--- src/rtl/elevator_pkg.sv ---
// Shared types and default sizing for the elevator call scheduler slice.
package elevator_pkg;

  localparam int DEF_NUM_FLOORS = 10;
  localparam int DEF_FLOOR_W    = 4;

  typedef logic [DEF_FLOOR_W-1:0] floor_t;

  typedef enum logic [1:0] {
    IDLE,
    SERVE_UP,
    SERVE_DOWN,
    DWELL
  } state_t;

endpackage

--- src/rtl/elevator_call_scheduler_if.sv ---
// Signal bundle between the call scheduler and the elevator state machine.
// door_hold exists only when DOOR_HOLD_EN is defined.
interface elevator_call_scheduler_if
  import elevator_pkg::*;
#(
  parameter int NUM_FLOORS = DEF_NUM_FLOORS,
  parameter int FLOOR_W    = DEF_FLOOR_W
);
  logic [NUM_FLOORS-1:0] call_req;
  logic [FLOOR_W-1:0]    current_floor;
  logic [FLOOR_W-1:0]    requested_floor;
  logic [NUM_FLOORS-1:0] pending;
  logic                  door_open;
  logic                  dir_up;
`ifdef DOOR_HOLD_EN
  logic                  door_hold;

  modport master (
    output call_req, current_floor, door_hold,
    input  requested_floor, pending, door_open, dir_up
  );
  modport slave (
    input  call_req, current_floor, door_hold,
    output requested_floor, pending, door_open, dir_up
  );
`else
  modport master (
    output call_req, current_floor,
    input  requested_floor, pending, door_open, dir_up
  );
  modport slave (
    input  call_req, current_floor,
    output requested_floor, pending, door_open, dir_up
  );
`endif
endinterface

--- src/rtl/elevator_call_picker.sv ---
// Finds the nearest latched call above and below the current floor, and a call here.
// An out-of-range current floor reports nothing.
module elevator_call_picker
  import elevator_pkg::*;
#(
  parameter int NUM_FLOORS = DEF_NUM_FLOORS,
  parameter int FLOOR_W    = DEF_FLOOR_W
) (
  input  logic [NUM_FLOORS-1:0] pending,
  input  logic [FLOOR_W-1:0]    current_floor,
  output logic [FLOOR_W-1:0]    above,
  output logic                  above_valid,
  output logic [FLOOR_W-1:0]    below,
  output logic                  below_valid,
  output logic                  here
);
  logic [31:0] cf;

  always_comb begin
    cf          = 32'(current_floor);
    above       = '0;
    above_valid = 1'b0;
    below       = '0;
    below_valid = 1'b0;
    here        = 1'b0;
    if (cf < 32'(NUM_FLOORS)) begin
      // ascending scan: first hit above is nearest, last hit below is nearest
      for (int unsigned i = 0; i < NUM_FLOORS; i++) begin
        if (pending[i]) begin
          if (i < cf) begin
            below       = FLOOR_W'(i);
            below_valid = 1'b1;
          end else if (i == cf) begin
            here = 1'b1;
          end else if (!above_valid) begin
            above       = FLOOR_W'(i);
            above_valid = 1'b1;
          end
        end
      end
    end
  end

endmodule

--- src/rtl/elevator_call_scheduler.sv ---
// SCAN call scheduler: latches call buttons, picks the next target, dwells at each stop.
// Optional DOOR_HOLD_EN adds door_hold, which freezes the dwell countdown.
module elevator_call_scheduler
  import elevator_pkg::*;
#(
  parameter int NUM_FLOORS   = DEF_NUM_FLOORS,
  parameter int FLOOR_W      = DEF_FLOOR_W,
  parameter int DWELL_CYCLES = 16
) (
  input logic                      clk,
  input logic                      reset,
  elevator_call_scheduler_if.slave bus
);
  localparam int CNT_W = $clog2(DWELL_CYCLES + 1);
  localparam logic [CNT_W-1:0] CNT_LOAD = CNT_W'(DWELL_CYCLES - 1);

  state_t                state, state_next;
  logic [NUM_FLOORS-1:0] pending_q, pending_next, cur_onehot;
  logic [FLOOR_W-1:0]    req_q, req_next, above, below, up_dist, down_dist;
  logic                  above_valid, below_valid, here, cur_valid;
  logic                  door_q, door_next, dir_q, dir_next;
  logic                  reload, hold, dwell_done, dwell_entry;
  logic [CNT_W-1:0]      cnt_q, cnt_next;

  elevator_call_picker #(
    .NUM_FLOORS(NUM_FLOORS),
    .FLOOR_W   (FLOOR_W)
  ) u_picker (
    .pending      (pending_q),
    .current_floor(bus.current_floor),
    .above        (above),
    .above_valid  (above_valid),
    .below        (below),
    .below_valid  (below_valid),
    .here         (here)
  );

  always_comb begin
    cur_valid = 32'(bus.current_floor) < 32'(NUM_FLOORS);
    for (int unsigned i = 0; i < NUM_FLOORS; i++) begin
      cur_onehot[i] = (32'(bus.current_floor) == i);
    end
  end

`ifdef DOOR_HOLD_EN
  assign hold = bus.door_hold;
`else
  assign hold = 1'b0;
`endif

  assign up_dist     = above - bus.current_floor;
  assign down_dist   = bus.current_floor - below;
  assign reload      = (state == DWELL) && |(bus.call_req & cur_onehot);
  assign dwell_done  = !reload && !hold && (cnt_q == '0);
  assign dwell_entry = (state != DWELL) && (state_next == DWELL);

  always_ff @(posedge clk or posedge reset) begin
    if (reset) begin
      state     <= IDLE;
      pending_q <= '0;
      req_q     <= '0;
      door_q    <= 1'b0;
      dir_q     <= 1'b1;
      cnt_q     <= '0;
    end else begin
      state     <= state_next;
      pending_q <= pending_next;
      req_q     <= req_next;
      door_q    <= door_next;
      dir_q     <= dir_next;
      cnt_q     <= cnt_next;
    end
  end

  always_comb begin
    state_next = state;
    if (state == DWELL) begin
      if (dwell_done) begin
        if (dir_q && above_valid)  state_next = SERVE_UP;
        else if (below_valid)      state_next = SERVE_DOWN;
        else if (above_valid)      state_next = SERVE_UP;
        else                       state_next = IDLE;
      end
    end else if (cur_valid) begin
      if (here) begin
        state_next = DWELL;
      end else begin
        case (state)
          IDLE: begin
            if (above_valid && below_valid)
              state_next = (up_dist <= down_dist) ? SERVE_UP : SERVE_DOWN;
            else if (above_valid) state_next = SERVE_UP;
            else if (below_valid) state_next = SERVE_DOWN;
          end
          SERVE_UP:   if (!above_valid) state_next = below_valid ? SERVE_DOWN : IDLE;
          SERVE_DOWN: if (!below_valid) state_next = above_valid ? SERVE_UP : IDLE;
          default: ;
        endcase
      end
    end
  end

  always_comb begin
    // a press at the floor being served only reloads the dwell; it is never latched
    pending_next = pending_q | (bus.call_req & ~({NUM_FLOORS{state == DWELL}} & cur_onehot));
    if (dwell_entry) pending_next = pending_next & ~cur_onehot;

    cnt_next = '0;
    if (dwell_entry) begin
      cnt_next = CNT_LOAD;
    end else if (state == DWELL) begin
      if (reload)             cnt_next = CNT_LOAD;
      else if (hold)          cnt_next = cnt_q;
      else if (cnt_q != '0)   cnt_next = cnt_q - CNT_W'(1);
    end

    door_next = (state_next == DWELL);

    req_next = req_q;
    if (cur_valid) begin
      case (state_next)
        SERVE_UP:   req_next = above;
        SERVE_DOWN: req_next = below;
        default:    req_next = bus.current_floor;
      endcase
    end

    dir_next = dir_q;
    if (state_next == SERVE_UP)   dir_next = 1'b1;
    if (state_next == SERVE_DOWN) dir_next = 1'b0;
  end

  assign bus.pending         = pending_q;
  assign bus.requested_floor = req_q;
  assign bus.door_open       = door_q;
  assign bus.dir_up          = dir_q;

endmodule

--- src/flat_wrapper.sv ---
// flat-port wrapper written by rule: the top's interface ports become plain ports
module elevator_call_scheduler_flat import elevator_pkg::*;
#(
  parameter int NUM_FLOORS   = DEF_NUM_FLOORS,
  parameter int FLOOR_W      = DEF_FLOOR_W,
  parameter int DWELL_CYCLES = 16
)
  (clk, reset, bus_call_req, bus_current_floor, bus_requested_floor, bus_pending, bus_door_open, bus_dir_up);
  elevator_call_scheduler_if #(.NUM_FLOORS(NUM_FLOORS), .FLOOR_W(FLOOR_W)) bus_i ();
  input logic clk;
  input logic reset;
  input wire logic [$bits(bus_i.call_req)-1:0] bus_call_req;
  input wire logic [$bits(bus_i.current_floor)-1:0] bus_current_floor;
  output wire logic [$bits(bus_i.requested_floor)-1:0] bus_requested_floor;
  output wire logic [$bits(bus_i.pending)-1:0] bus_pending;
  output wire logic [$bits(bus_i.door_open)-1:0] bus_door_open;
  output wire logic [$bits(bus_i.dir_up)-1:0] bus_dir_up;
  assign bus_i.call_req = bus_call_req;
  assign bus_i.current_floor = bus_current_floor;
  assign bus_requested_floor = bus_i.requested_floor;
  assign bus_pending = bus_i.pending;
  assign bus_door_open = bus_i.door_open;
  assign bus_dir_up = bus_i.dir_up;
  elevator_call_scheduler #(.NUM_FLOORS(NUM_FLOORS), .FLOOR_W(FLOOR_W), .DWELL_CYCLES(DWELL_CYCLES)) u_core (.clk(clk), .reset(reset), .bus(bus_i));
endmodule
--- config.mk ---
export PLATFORM = sky130hd
export DESIGN_NAME = elevator_call_scheduler_flat
export DESIGN_NICKNAME = d
export VERILOG_FILES = /design/src/rtl/elevator_pkg.sv /design/src/rtl/elevator_call_scheduler_if.sv /design/src/rtl/elevator_call_picker.sv /design/src/rtl/elevator_call_scheduler.sv /design/src/flat_wrapper.sv
export SDC_FILE = /design/constraint.sdc
export NUM_CORES = 1
export LEC_CHECK = 0
export ABC_AREA = 1
export CORE_MARGIN = 4
export CORE_UTILIZATION = 45
export CTS_CLUSTER_SIZE = 10
export DETAILED_ROUTE_END_ITERATION = 10
export HOLD_SLACK_MARGIN = 0.03
export PLACE_DENSITY = 0.78
export SLEW_MARGIN = 5
export SYNTH_ARGS = -nofsm -noshare
export SYNTH_HDL_FRONTEND = slang
export SYNTH_SLANG_ARGS = --single-unit
--- constraint.sdc ---
create_clock -name clk -period 8.16 [get_ports clk]
set_input_delay 2.448 -clock clk [delete_from_list [all_inputs] [get_ports clk]]
set_output_delay 2.448 -clock clk [all_outputs]
set_load 0.03 [all_outputs]
==> flow_summary.toml <==
[status]
status = "finished, final reports clean"

[cts]
cts_htree_levels = 1
cts-root-to-sink-buffers = 2
ctsRootBufferMaster = "clkbuf_8"
worst_setup_hold_path_clk_slew_ns = 0.09
clock_sinks = 23
cts-hold-fix-buffers = 0
post_cts_resized = 0
number_of_cts_inserted_buffers = 3
post_cts_setup_driven_buffer_insertion_count = 0
cts_tree = "done"
clkLatencyLatePin_ns = 0.27

[sta]
timing_max_transition_violations_final = 0
hold_viol_final = 0
timing.slew.headroom_pct = 41.02
setup_repair_after_global_routing_missed_its_margin = "no"
number_of_setup_violations_in_the_final_report = 0
timing.final.crit_share_pct = 88.92
worst_clock_skew_ns = 0.001950
layout_min_cycle_time_ns = 7.256
fin_tns_setup_ns = 0
worst-slew-pin-transition_ns = 0.8837
hold-worst-slack_ns = 0.4933
maxClockFrequency_ghz = 0.1378

[cells_and_area]
multi_input_comb_area_mm2 = 0.001458
antennaDiodeCount = 0
seq_area_um2 = 576.8
layout.filler_cells = 484
proportion_of_layout_cells_with_a_drive_suffix_above_1_pct = 12.39
total_number_of_nets_in_the_final_design = 388
area_growth_pct = 18.62

[synth]
synth_flop_cell = "dfrtp_1"
synth.avg_cell_area_um2 = 6.843
netlist_top_cells_count = "nand2_1 (84), inv_1 (36), nor2_1 (33), a21oi_1 (30)"
post_synth_top_area_share_pct = 24.83
synth_area_mm2 = 0.002217
synth-edff-count = 0
synthArstFlopShare_pct = 100.0
cell_with_the_most_instances_after_synthesis = "nand2_1"
yosysTopAreaCell = "dfrtp_1"
ys_top_cells_by_area = "dfrtp_1 (25%), nand2_1 (14%), ha_1 (7.9%)"
yosys_warnings = 0
syn-instance-count = 324
yosys.cell_types.count = 34
synth-seq-area-share_pct = 26.02
postSynthRegisterBits = 23
synth.net_count = 356

[critical_path]
max_stage_delay_ns = 0.68
worst_setup_ep_type = "register"
crit_required_ns = 8.36
timing.critical_path.from_type = "primary input"
cpMaxStageDelayCell = "clkdlybuf4s50_1"
path_buf_inv = 3
cpMostUsedCell = "nand2_1"
timing.critical_path.fanout_max = 16
worst-endpoint-arrival_ns = 7.46
worst_path_dominant_cell_family = "simple AND/OR/NAND/NOR gates"
path_class = "in2reg"

[pwr]
power_uw = 372.9
pwr_density_cell_mw_per_mm2 = 141.8
vdd_ir_drop_max_uv = 99.64
total_leakage_power_nw = 1.272

[floorplanning]
die_x_um = 78.19
placement_rows = 25
ios = 32
die_y_um = 78.19
die_area_mm2 = 0.006114
core_area_mm2 = 0.004755
initial_cell_density_of_the_core_pct = 46.63

[grt]
grt_pass1_wl_um = 10290
grt_max_degree = 24
antenna_found_initial = 0
via_count_of_the_first_global_routing_pass = 2244
grtUsageTotal_pct = 20.50
globalRouteOverflowTotal = 0

[hold_path]
timing.hold.worst.class = "reg2reg"

[flow_run]
cap_viol_max_count = 0

[routing]
detailedRoute.firstIterationViolations = 145
tritonroute_pass_1_iters = 5
vias = 2256
route.detailed.vias_per_inst = 5.346
remaining_drc_errors = 0
wl_per_cell_um = 13.77
drt_wl_total_um = 5809
antenna_left = 0

[place]
gp_weighted_congestion = 0.9266
post-dp-hpwl_um = 4580
io_buffers = 31
[worst paths after layout]
path | startpoint | endpoint | slack, ns | cells past startpoint
worst max-delay path | bus_current_floor[3] | u_core.bus.requested_floor[0] | 0.90 | 29
worst min-delay path | u_core.bus.requested_floor[3] | u_core.bus.requested_floor[3] | 0.49 | 2
worst max register to register | u_core.bus.pending[3] | u_core.bus.requested_floor[0] | 3.84 | 26
worst min register to register | u_core.bus.requested_floor[3] | u_core.bus.requested_floor[3] | 0.49 | 2
max in group asynchronous | reset | u_core.bus.pending[1] | 4.97 | 2
min in group asynchronous | reset | u_core.bus.requested_floor[3] | 2.65 | 2
[area by class of cell]
type	count	area share, %
Timing Repair Buffer	31	11.80
Inverter	40	5.804
Clock inverter	1	0.2854
Multi-Input combinational cell	257	55.42
Tap cell	67	3.187
Clock buffer	3	1.570
Sequential cell	23	21.93
[tightest hold or removal path, stage by stage (launching register included)]
cell	delay [ns]
dfrtp_1	0.35
nand2_1	0.05
nand2_1	0.06
[metrics by stage]
| step | cells | instance area [µm²] | setup WS [ns] | util, % |
|---|---|---|---|---|
| 6_report | 422 | 2630 | 0.9043 | 55.32 |
| 5_1_grt | 422 | 2630 | 0.4272 | 55.32 |
| 4_1_cts | 422 | 2630 | 0.9540 | 55.32 |
| 3_5_place_dp | 418 | 2581 | 0.6720 | 54.29 |
| 3_3_place_gp | 418 | 2581 | 0.7370 | 54.29 |
| 2_1_floorplan | 324 | 2217 | 2.022 | - |
[routing by layer]
layer	vias to the layer above	share of wire [%]	track usage, %
li1	1116	-	-
met1	1055	48	28.28
met2	72	46	32.96
met3	13	3.8	1.835
met4	0	2.0	8.392
met5	-	0	0
[logic make-up (layout without fill, tap and decap cells)]
family,after synthesis,after routing,synth area share (%)
AO/OA/AOI/OAI,57,57,14.28
XOR/XNOR,7,7,2.765
adder cells (fa/ha/maj),16,16,9.707
buffers and inverters,44,75,8.239
flip-flops,23,23,26.02
AND/OR/NAND/NOR,177,177,39.00
[cells in the final DEF, fill, tap and decap left out, types with 2 or more instances in the layout]
cell type | Yosys | final
a21oi_1 | 30 | 30
a31oi_1 | 2 | 2
clkbuf_8 | 0 | 3
clkdlybuf4s50_1 | 0 | 31
dfrtp_1 | 22 | 22
fa_1 | 2 | 2
ha_1 | 14 | 14
inv_1 | 36 | 36
inv_2 | 3 | 3
nand2_1 | 84 | 84
nand2_2 | 8 | 8
nand3_1 | 22 | 22
nand3_2 | 5 | 5
nand4_1 | 3 | 3
nor2_1 | 33 | 33
nor2_2 | 10 | 10
nor2_4 | 7 | 7
o211ai_1 | 6 | 6
o21ai_0 | 11 | 11
o21ai_1 | 4 | 4
xnor2_1 | 5 | 5
xor2_1 | 2 | 2
[flip-flops by register name, summed over array words and instances (netlist names)]
| name | flops |
|---|---|
| u_core.bus.dir_up | 1 |
| u_core.bus.door_open | 1 |
| u_core.bus.pending | 10 |
| u_core.bus.requested_floor | 4 |
| u_core.cnt_q | 5 |
| u_core.state | 2 |
[where the power goes]
group          internal, mW  switching [mW]  leakage [nW]
combinational        0.0653          0.0943          1.02
sequential            0.129         0.00869         0.226
clock                0.0347          0.0409        0.0217
(Power assumes the default switching activity.)
